$ cat src/rtl/lock_key_loader_pkg.sv
// Shared types and constants for the c432 key loader.
// State encoding, default sizes, counter width helper.
package lock_key_pkg;

  localparam int KEY_W_DEF    = 32;
  localparam int MAX_FAIL_DEF = 3;

  typedef enum logic [2:0] {
    IDLE,
    SHIFT,
    PARITY,
    CHECK,
    LOCKOUT
  } key_ld_state_e;

  function automatic int cntWidth(input int keyW);
    return $clog2(keyW + 1);
  endfunction

endpackage

$ cat src/rtl/lock_key_loader_if.sv
// Serial key stream and key-output bundle.
// master drives the stream, slave is the loader.
interface lock_key_loader_if #(
  parameter int KEY_W = 32
);

  logic             load_start;
  logic             bit_valid;
  logic             bit_data;
  logic             bit_ready;
  logic [KEY_W-1:0] key_out;
  logic             key_valid;
  logic             load_busy;
  logic             load_err;
  logic             locked_out;

  modport master (
    output load_start, bit_valid, bit_data,
    input  bit_ready, key_out, key_valid,
    input  load_busy, load_err, locked_out
  );

  modport slave (
    input  load_start, bit_valid, bit_data,
    output bit_ready, key_out, key_valid,
    output load_busy, load_err, locked_out
  );

endinterface

$ cat src/rtl/lock_key_loader_key_shift_reg.sv
// Shadow register for the incoming key, LSB-first.
// Tracks running parity so the check only needs P.
module key_shift_reg #(
  parameter int KEY_W = 32
) (
  input  logic             clk,
  input  logic             rst,
  input  logic             clr,
  input  logic             shiftEn,
  input  logic             serIn,
  output logic [KEY_W-1:0] shadow,
  output logic             parity
);

  // Shift right so the first bit lands in bit 0 after KEY_W shifts.
  always_ff @(posedge clk or posedge rst) begin
    if (rst) begin
      shadow <= '0;
      parity <= 1'b0;
    end else if (clr) begin
      shadow <= '0;
      parity <= 1'b0;
    end else if (shiftEn) begin
      shadow <= {serIn, shadow[KEY_W-1:1]};
      parity <= parity ^ serIn;
    end
  end

endmodule

$ cat src/rtl/lock_key_loader.sv
// Key loader for the locked c432: serial load,
// parity check, commit, and lockout on repeated failure.
module lock_key_loader
  import lock_key_pkg::*;
#(
  parameter int KEY_W    = KEY_W_DEF,
  parameter int MAX_FAIL = MAX_FAIL_DEF
) (
  input logic clk,
  input logic rst,
  lock_key_loader_if.slave bus
);

  localparam int CNT_W = cntWidth(KEY_W);

  key_ld_state_e state;
  key_ld_state_e stateNext;

  logic [CNT_W-1:0] bitCnt;
  logic [3:0]       failCnt;
  logic [3:0]       failInc;
  logic             pBit;
  logic [KEY_W-1:0] keyReg;
  logic             validReg;
  logic             errReg;

  logic [KEY_W-1:0] shadow;
  logic             shParity;

  logic clr;
  logic shiftEn;
  logic cntInc;
  logic pLoad;
  logic startLd;
  logic commit;
  logic fail;
  logic xfer;
  logic readyDec;

  assign readyDec = (state == SHIFT) || (state == PARITY);
  assign xfer     = bus.bit_valid & readyDec;
  assign failInc  = failCnt + 4'd1;

  key_shift_reg #(
    .KEY_W(KEY_W)
  ) uShift (
    .clk    (clk),
    .rst    (rst),
    .clr    (clr),
    .shiftEn(shiftEn),
    .serIn  (bus.bit_data),
    .shadow (shadow),
    .parity (shParity)
  );

  // State register.
  always_ff @(posedge clk or posedge rst) begin
    if (rst) state <= IDLE;
    else     state <= stateNext;
  end

  // Next state and datapath controls.
  always_comb begin
    stateNext = state;
    clr       = 1'b0;
    shiftEn   = 1'b0;
    cntInc    = 1'b0;
    pLoad     = 1'b0;
    startLd   = 1'b0;
    commit    = 1'b0;
    fail      = 1'b0;
    unique case (state)
      IDLE: begin
        clr = 1'b1;
        if (bus.load_start) begin
          startLd   = 1'b1;
          stateNext = SHIFT;
        end
      end
      SHIFT: begin
        if (bus.load_start) begin
          clr     = 1'b1;
          startLd = 1'b1;
        end else if (xfer) begin
          shiftEn = 1'b1;
          cntInc  = 1'b1;
          if (bitCnt == CNT_W'(KEY_W - 1))
            stateNext = PARITY;
        end
      end
      PARITY: begin
        if (bus.load_start) begin
          clr       = 1'b1;
          startLd   = 1'b1;
          stateNext = SHIFT;
        end else if (xfer) begin
          pLoad     = 1'b1;
          stateNext = CHECK;
        end
      end
      CHECK: begin
        if ((shParity ^ pBit) == 1'b0) begin
          commit    = 1'b1;
          stateNext = IDLE;
        end else begin
          fail = 1'b1;
          if (failInc == 4'(MAX_FAIL))
            stateNext = LOCKOUT;
          else
            stateNext = IDLE;
        end
      end
      LOCKOUT: stateNext = LOCKOUT;
      default: stateNext = IDLE;
    endcase
  end

  // Bit counter and captured parity bit.
  always_ff @(posedge clk or posedge rst) begin
    if (rst) begin
      bitCnt <= '0;
      pBit   <= 1'b0;
    end else begin
      if (clr)         bitCnt <= '0;
      else if (cntInc) bitCnt <= bitCnt + 1'b1;
      if (clr)        pBit <= 1'b0;
      else if (pLoad) pBit <= bus.bit_data;
    end
  end

  // Consecutive failure count; only a commit clears it.
  always_ff @(posedge clk or posedge rst) begin
    if (rst)         failCnt <= '0;
    else if (commit) failCnt <= '0;
    else if (fail)   failCnt <= failInc;
  end

  // Committed key, valid flag and error pulse.
  always_ff @(posedge clk or posedge rst) begin
    if (rst) begin
      keyReg   <= '0;
      validReg <= 1'b0;
      errReg   <= 1'b0;
    end else begin
      errReg <= fail;
      if (startLd || fail) begin
        keyReg   <= '0;
        validReg <= 1'b0;
      end else if (commit) begin
        keyReg   <= shadow;
        validReg <= 1'b1;
      end
    end
  end

  assign bus.bit_ready  = readyDec;
  assign bus.key_out    = keyReg;
  assign bus.key_valid  = validReg;
  assign bus.load_err   = errReg;
  assign bus.load_busy  = (state == SHIFT) || (state == PARITY)
                       || (state == CHECK);
  assign bus.locked_out = (state == LOCKOUT);

endmodule

$ cat src/flat_wrapper.sv
// flat-port wrapper written by rule: the top's interface ports become plain ports
module lock_key_loader_flat import lock_key_pkg::*;
#(
  parameter int KEY_W    = KEY_W_DEF,
  parameter int MAX_FAIL = MAX_FAIL_DEF
)
  (clk, rst, bus_load_start, bus_bit_valid, bus_bit_data, bus_bit_ready, bus_key_out, bus_key_valid, bus_load_busy, bus_load_err, bus_locked_out);
  lock_key_loader_if #(.KEY_W(KEY_W)) bus_i ();
  input logic clk;
  input logic rst;
  input wire logic [$bits(bus_i.load_start)-1:0] bus_load_start;
  input wire logic [$bits(bus_i.bit_valid)-1:0] bus_bit_valid;
  input wire logic [$bits(bus_i.bit_data)-1:0] bus_bit_data;
  output wire logic [$bits(bus_i.bit_ready)-1:0] bus_bit_ready;
  output wire logic [$bits(bus_i.key_out)-1:0] bus_key_out;
  output wire logic [$bits(bus_i.key_valid)-1:0] bus_key_valid;
  output wire logic [$bits(bus_i.load_busy)-1:0] bus_load_busy;
  output wire logic [$bits(bus_i.load_err)-1:0] bus_load_err;
  output wire logic [$bits(bus_i.locked_out)-1:0] bus_locked_out;
  assign bus_i.load_start = bus_load_start;
  assign bus_i.bit_valid = bus_bit_valid;
  assign bus_i.bit_data = bus_bit_data;
  assign bus_bit_ready = bus_i.bit_ready;
  assign bus_key_out = bus_i.key_out;
  assign bus_key_valid = bus_i.key_valid;
  assign bus_load_busy = bus_i.load_busy;
  assign bus_load_err = bus_i.load_err;
  assign bus_locked_out = bus_i.locked_out;
  lock_key_loader #(.KEY_W(KEY_W), .MAX_FAIL(MAX_FAIL)) u_core (.clk(clk), .rst(rst), .bus(bus_i));
endmodule
$ cat config.mk
export PLATFORM = sky130hd
export DESIGN_NAME = lock_key_loader_flat
export DESIGN_NICKNAME = d
export VERILOG_FILES = /design/src/rtl/lock_key_loader_pkg.sv /design/src/rtl/lock_key_loader_if.sv /design/src/rtl/lock_key_loader_key_shift_reg.sv /design/src/rtl/lock_key_loader.sv /design/src/flat_wrapper.sv
export SDC_FILE = /design/constraint.sdc
export NUM_CORES = 1
export LEC_CHECK = 0
export ABC_AREA = 1
export BUFFER_PORTS_ARGS = -buffer_cell sky130_fd_sc_hd__buf_2
export CORE_MARGIN = 8
export CORE_UTILIZATION = 50
export CTS_BUF_LIST = sky130_fd_sc_hd__clkbuf_16
export DETAILED_ROUTE_END_ITERATION = 8
export PLACE_DENSITY_LB_ADDON = 0.12
export SLEW_MARGIN = 20
export SYNTH_ARGS = -nofsm -noshare
export SYNTH_HDL_FRONTEND = slang
export SYNTH_SLANG_ARGS = --single-unit
$ cat constraint.sdc
create_clock -name clk -period 2.7 [get_ports clk]
set_input_delay 0.54 -clock clk [delete_from_list [all_inputs] [get_ports clk]]
set_output_delay 0.54 -clock clk [all_outputs]
set_load 0.02 [all_outputs]
# After elaboration in Yosys (flattened, before gate mapping)

Index checks and enable logic that the tools add are counted.

Register bits after elaboration: 81
Bits of input ports: 5
Output and inout port bits: 37

$add $sub $neg: 2
Eq/ne operators: 11
Muxes and demuxes: 34
Bitwise gates (word level): 3
Reductions and logical operators: 11

Operator list:

| cell                                                  | count |
|---|---|
| 2-to-1 mux 32 bit                                     | 4 |
| 2-to-1 mux 3 bit                                      | 8 |
| 2-to-1 mux 1 bit                                      | 16 |
| case mux 3 bit (5 select lines)                       | 1 |
| 2-to-1 mux 6 bit                                      | 2 |
| 2-to-1 mux 4 bit                                      | 2 |
| nonzero test 2 bit                                    | 4 |
| adder 6 x 1 -> 6 bit, second input constant           | 1 |
| == test 3 x 2 -> 1 bit, second input constant         | 2 |
| == test 6 x 5 -> 1 bit, second input constant         | 1 |
| inequality test 2 bit, second input constant          | 3 |
| AND reduction 5 bit                                   | 1 |
| adder 4 x 1 -> 4 bit, second input constant           | 1 |
| == test 4 x 2 -> 1 bit, second input constant         | 1 |
| == test 3 x 1 -> 1 bit, second input constant         | 1 |
| == test 3 bit, second input constant                  | 1 |
| logical NOT 3 bit                                     | 1 |
| logical OR 1 bit                                      | 3 |
| inequality test 3 x 2 -> 1 bit, second input constant | 1 |
| OR reduction 3 bit                                    | 1 |
| inequality test 2 x 1 -> 1 bit, second input constant | 1 |
| case mux 1 bit (2 select lines)                       | 1 |
| OR reduction 2 bit                                    | 1 |
| bitwise XOR 1 bit                                     | 2 |
| bitwise AND 1 bit                                     | 1 |

# Depth between registers and ports, before layout

Depth after elaboration: 8
Mapped depth: 8

# Cells and area by module

A second synthesis with hierarchy kept.

Cell total of the unflattened synthesis: 401
Area total of the unflattened synthesis: 3482.1 um^2

By module, submodules not included:

| module          | times used | cells an instance | area each (um^2) | seq. area each (um^2) |
|---|---|---|---|---|
| lock_key_loader | 1          | 255               | 2144.6           | 1201.2 |
| key_shift_reg   | 1          | 146               | 1337.5           | 825.8 |

# Least setup slack after synthesis

OpenSTA, ideal clock, no wires.

Kind: register -> output
From: register u_core.state[0]
To: output bus_locked_out
Data arrival time: 934 ps
Required time: 2160 ps
Setup slack: 1226 ps
Stages on the path, launching flop included: 4
Path through: dfrtp_1 -> nor2_1 -> inv_1 -> nor2_1

Word-level cells in the longest chain between the ends: 1

Ends and longest elaborated chain:

| what                   | line                   | RTL |
|---|---|---|
| from (decl)            | lock_key_loader.sv:16  | `key_ld_state_e state;` |
| from (signal assigned) | lock_key_loader.sv:59  | `else state <= stateNext;` |
| == test 3 bit          | lock_key_loader.sv:162 | `assign bus.locked_out = (state == LOCKOUT);` |
| to (decl)              | flat_wrapper.sv:19     | `output wire logic [$bits(bus_i.locked_out)-1:0] bus_locked_out;` |

Every way passes these cells.

# Final worst setup path

From: register u_core.state[2]
To: output bus_bit_ready

Word-level cells in the longest chain between the ends: 2
Elaborated cells between the ends (all ways): 3
Those cells by class: eq/ne: 2; reduce/logical: 1

Ends and longest elaborated chain:

| what                                                             | line                  | RTL |
|---|---|---|
| == test 3 x 1 -> 1 bit or == test 3 x 2 -> 1 bit (tied branches) | lock_key_loader.sv:40 | `assign readyDec = (state == SHIFT) \|\| (state == PARITY);` |
| logical OR 1 bit (*)                                             | lock_key_loader.sv:40 |  |
| to (decl)                                                        | flat_wrapper.sv:14    | `output wire logic [$bits(bus_i.bit_ready)-1:0] bus_bit_ready;` |

Every way passes the cells marked *; elsewhere a longest branch is shown, timed or not.

==> results_dict.tcl <==
set metrics [dict create \
    run_status "finished clean" \
    io_buffers 41 \
    netlist_top_cells_area "dfrtp_1, o22ai_2, o21ai_2, nand2_2, inv_1" \
    rsz0062_at_grt "no" \
    hold_viol 0 \
    post-route-util_pct 59.25 \
    routedWlPerCell_um 13.66 \
    synth_edf_count 0 \
    min_path_type "input pin to asynchronous set/reset pin" \
    vdd_drop_max_mv 0.4220 \
    period_minus_slack_ns 1.925 \
    synth_cell_types 28 \
    antenna_found_initial 0 \
    drt_first_pass_iters 4 \
    place_congestion 0.8308 \
    worstMarginPinSlew_ns 0.4935 \
    dp.cells 468 \
    p_per_area_nw_per_um2 794.8 \
    numClockSinks 81 \
    syn_area_per_cell_um2 11.18 \
    synth_common_cells "dfrtp_1, inv_1, nand2_1, nand2_2, o22ai_2" \
    startpoint_type "flop" \
    syn_to_final_growth_pct 14.68 \
    cts.path.max_buffers 2 \
    die_w_um 102.8 \
    grt_pass1_vias 2303 \
    drc 0 \
    cts-hold-fix-buffers 0 \
    synth_most_common_cell "dfrtp_1" \
    core_um2 7292 \
    cp.required_ns 2.16 \
    num_io_pins 42 \
    fin_ws_ns 0.7748 \
    vias 2364 \
    ys_ff_latch 81 \
    nets 388 \
    layout.cells.non_filler 484 \
    finalSetupTns_ns 0 \
    diodes 0 \
    viasPerCell 4.884 \
    ant_nets 0 \
    finalCritPeriodShare_pct 71.30 \
    synth_top_area_cell "dfrtp_1" \
    cts_root_buffer "clkbuf_16" \
    fp.dieH_um 102.8 \
    cts_tree "done" \
    cts_max_level 3 \
    max_slew_margin_pct 66.98 \
    ctsResizeCount 0 \
    synth_fp_nets 345 \
    fin_total_pwr_mw 3.434 \
    grt_max_degree 63 \
    place_hpwl_mm 4.391 \
    clock_latency_ns 0.33 \
    wirelength_mm 6.612 \
    grt_pass1_wl_mm 11.17 \
    synthArstFlopShare_pct 100.0 \
    syn-instance-count 337 \
    skew_ns 0.007797 \
    ys_warn_count 0 \
    place_area_um2 3979 \
    synth_ff_type "dfrtp_1" \
    clkTransAtPathRegs_ns 0.06 \
    cts_buffers 9 \
    path_cells "inv_2 -> nand3_1 -> nand2_1 -> buf_2" \
    timing.fmax_ghz 0.5194 \
    critPathArrivalTime_ns 1.39 \
    hold_ws_ns 0.1702 \
    synth_top_area_share_pct 53.80 \
    ys_seq_area_share_pct 53.80 \
    postCtsSetupBuffers 0 \
    drive_gt1_share_pct 43.12 \
    drv_slew 0 \
    endpoint_kind "output port" \
    slowest_stage "dfrtp_1" \
    p_leak_nw 2.051 \
    overflow 0 \
    grt_usage_pct 13.66 \
    finalSetupViolCount 0 \
    rows 31 \
    fin_area_um2 4320 \
    crit_fanout 8 \
    fp.dieArea_um2 10570 \
    synth_area_um2 3767 \
    cap_violations 0 \
    drtIter0Drc 51 \
    cpLargestDelayFamily "flip-flops" \
    post-place-ws_ns 0.9118 \
    critical_path.max_stage_delay_ns 0.43 \
    path_buf_inv 2 \
    initial_core_util_pct 51.66 \
    fillCellCount 645 \
    criticalPathCategory "flop to output port" \
]
-- cell type report --
class	count	area (um2)	share of cell area, %
sequential	81	2027	46.92
multi-input combinational	192	1379	31.91
timing repair buffer	44	240.2	5.560
clock buffer	9	225.2	5.213
inverter	52	209.0	4.836
tap	99	123.9	2.867
clock inverter	7	116.4	2.693
-- flip-flops by register name (all words and copies together) (netlist names) --
| signal | count |
|---|---|
| u_core.bitCnt | 6 |
| u_core.bus.key_out | 32 |
| u_core.bus.key_valid | 1 |
| u_core.bus.load_err | 1 |
| u_core.failCnt | 4 |
| u_core.pBit | 1 |
| u_core.state | 3 |
| u_core.uShift.parity | 1 |
| u_core.uShift.shadow | 32 |
-- cell usage in the layout (no fill, tap or decap) --
cell,count
dfrtp_1,81
inv_1,45
nand2_1,45
buf_2,41
nand2_2,33
o22ai_2,29
o21ai_2,28
nand3_1,12
nor2_1,10
o21ai_0,9
clkbuf_16,9
o21ai_1,4
nor2_4,3
inv_2,3
nand2_4,3
inv_6,3
nand4_1,3
xor2_1,3
ha_1,3
bufinv_16,3
nand3_4,2
clkinv_2,2
buf_4,2
or2_1,1
inv_4,1
nor2_2,1
nand2_8,1
a21boi_0,1
o211ai_1,1
clkinv_4,1
clkinv_1,1
buf_12,1
-- power breakdown --
| group | switching (mW) | leakage, nW | internal (mW) |
|---|---|---|---|
| clock network | 0.479 | 0.167 | 0.903 |
| logic | 0.573 | 0.757 | 0.187 |
| registers | 0.0397 | 1.13 | 1.25 |
-- worst reg2reg max path: cells and delay by family, from the launching register on --
family / cells / cell delay, ns
flops: 1 / 0.39
simple gates: 3 / 0.69
buf+inv: 1 / 0.35
compound gates: 1 / 0.18
-- routing by layer --
metal / vias up / global-route usage [%] / routed length, um
met2: 38 / 20.53 / 3000
met3: 8 / 4.727 / 347
met1: 1140 / 18.08 / 3182
li1: 1178 / - / -
met4: 0 / 4.338 / 81
met5: - / 0 / 0
-- final timing paths --
kind                                           to  cells after the start  slack [ns]            startpoint
setup / recovery                    bus_bit_ready                      4        0.77       u_core.state[2]
hold / removal              u_core.bus.key_out[5]                      2        0.17                   rst
setup reg to reg           u_core.bus.key_out[19]                      5        1.03           u_core.pBit
hold reg to reg              u_core.bus.key_valid                      2        0.48  u_core.bus.key_valid
max in group asynchronous   u_core.bus.key_out[9]                      3        1.89                   rst
min in group clk                      u_core.pBit                      3        0.48          bus_bit_data
-- cell families after synthesis --
family                   count (synthesis)  share of synthesized area (%)
AND/OR/NAND/NOR                        114                          16.64
flip-flops                              81                          53.80
XOR/XNOR                                 3                         0.6976
adder cells (fa/ha/maj)                  3                         0.9965
AO/OA/AOI/OAI                           72                          18.27
buffers and inverters                   64                          9.598
No activity file was read; power rests on OpenSTA's default activity.
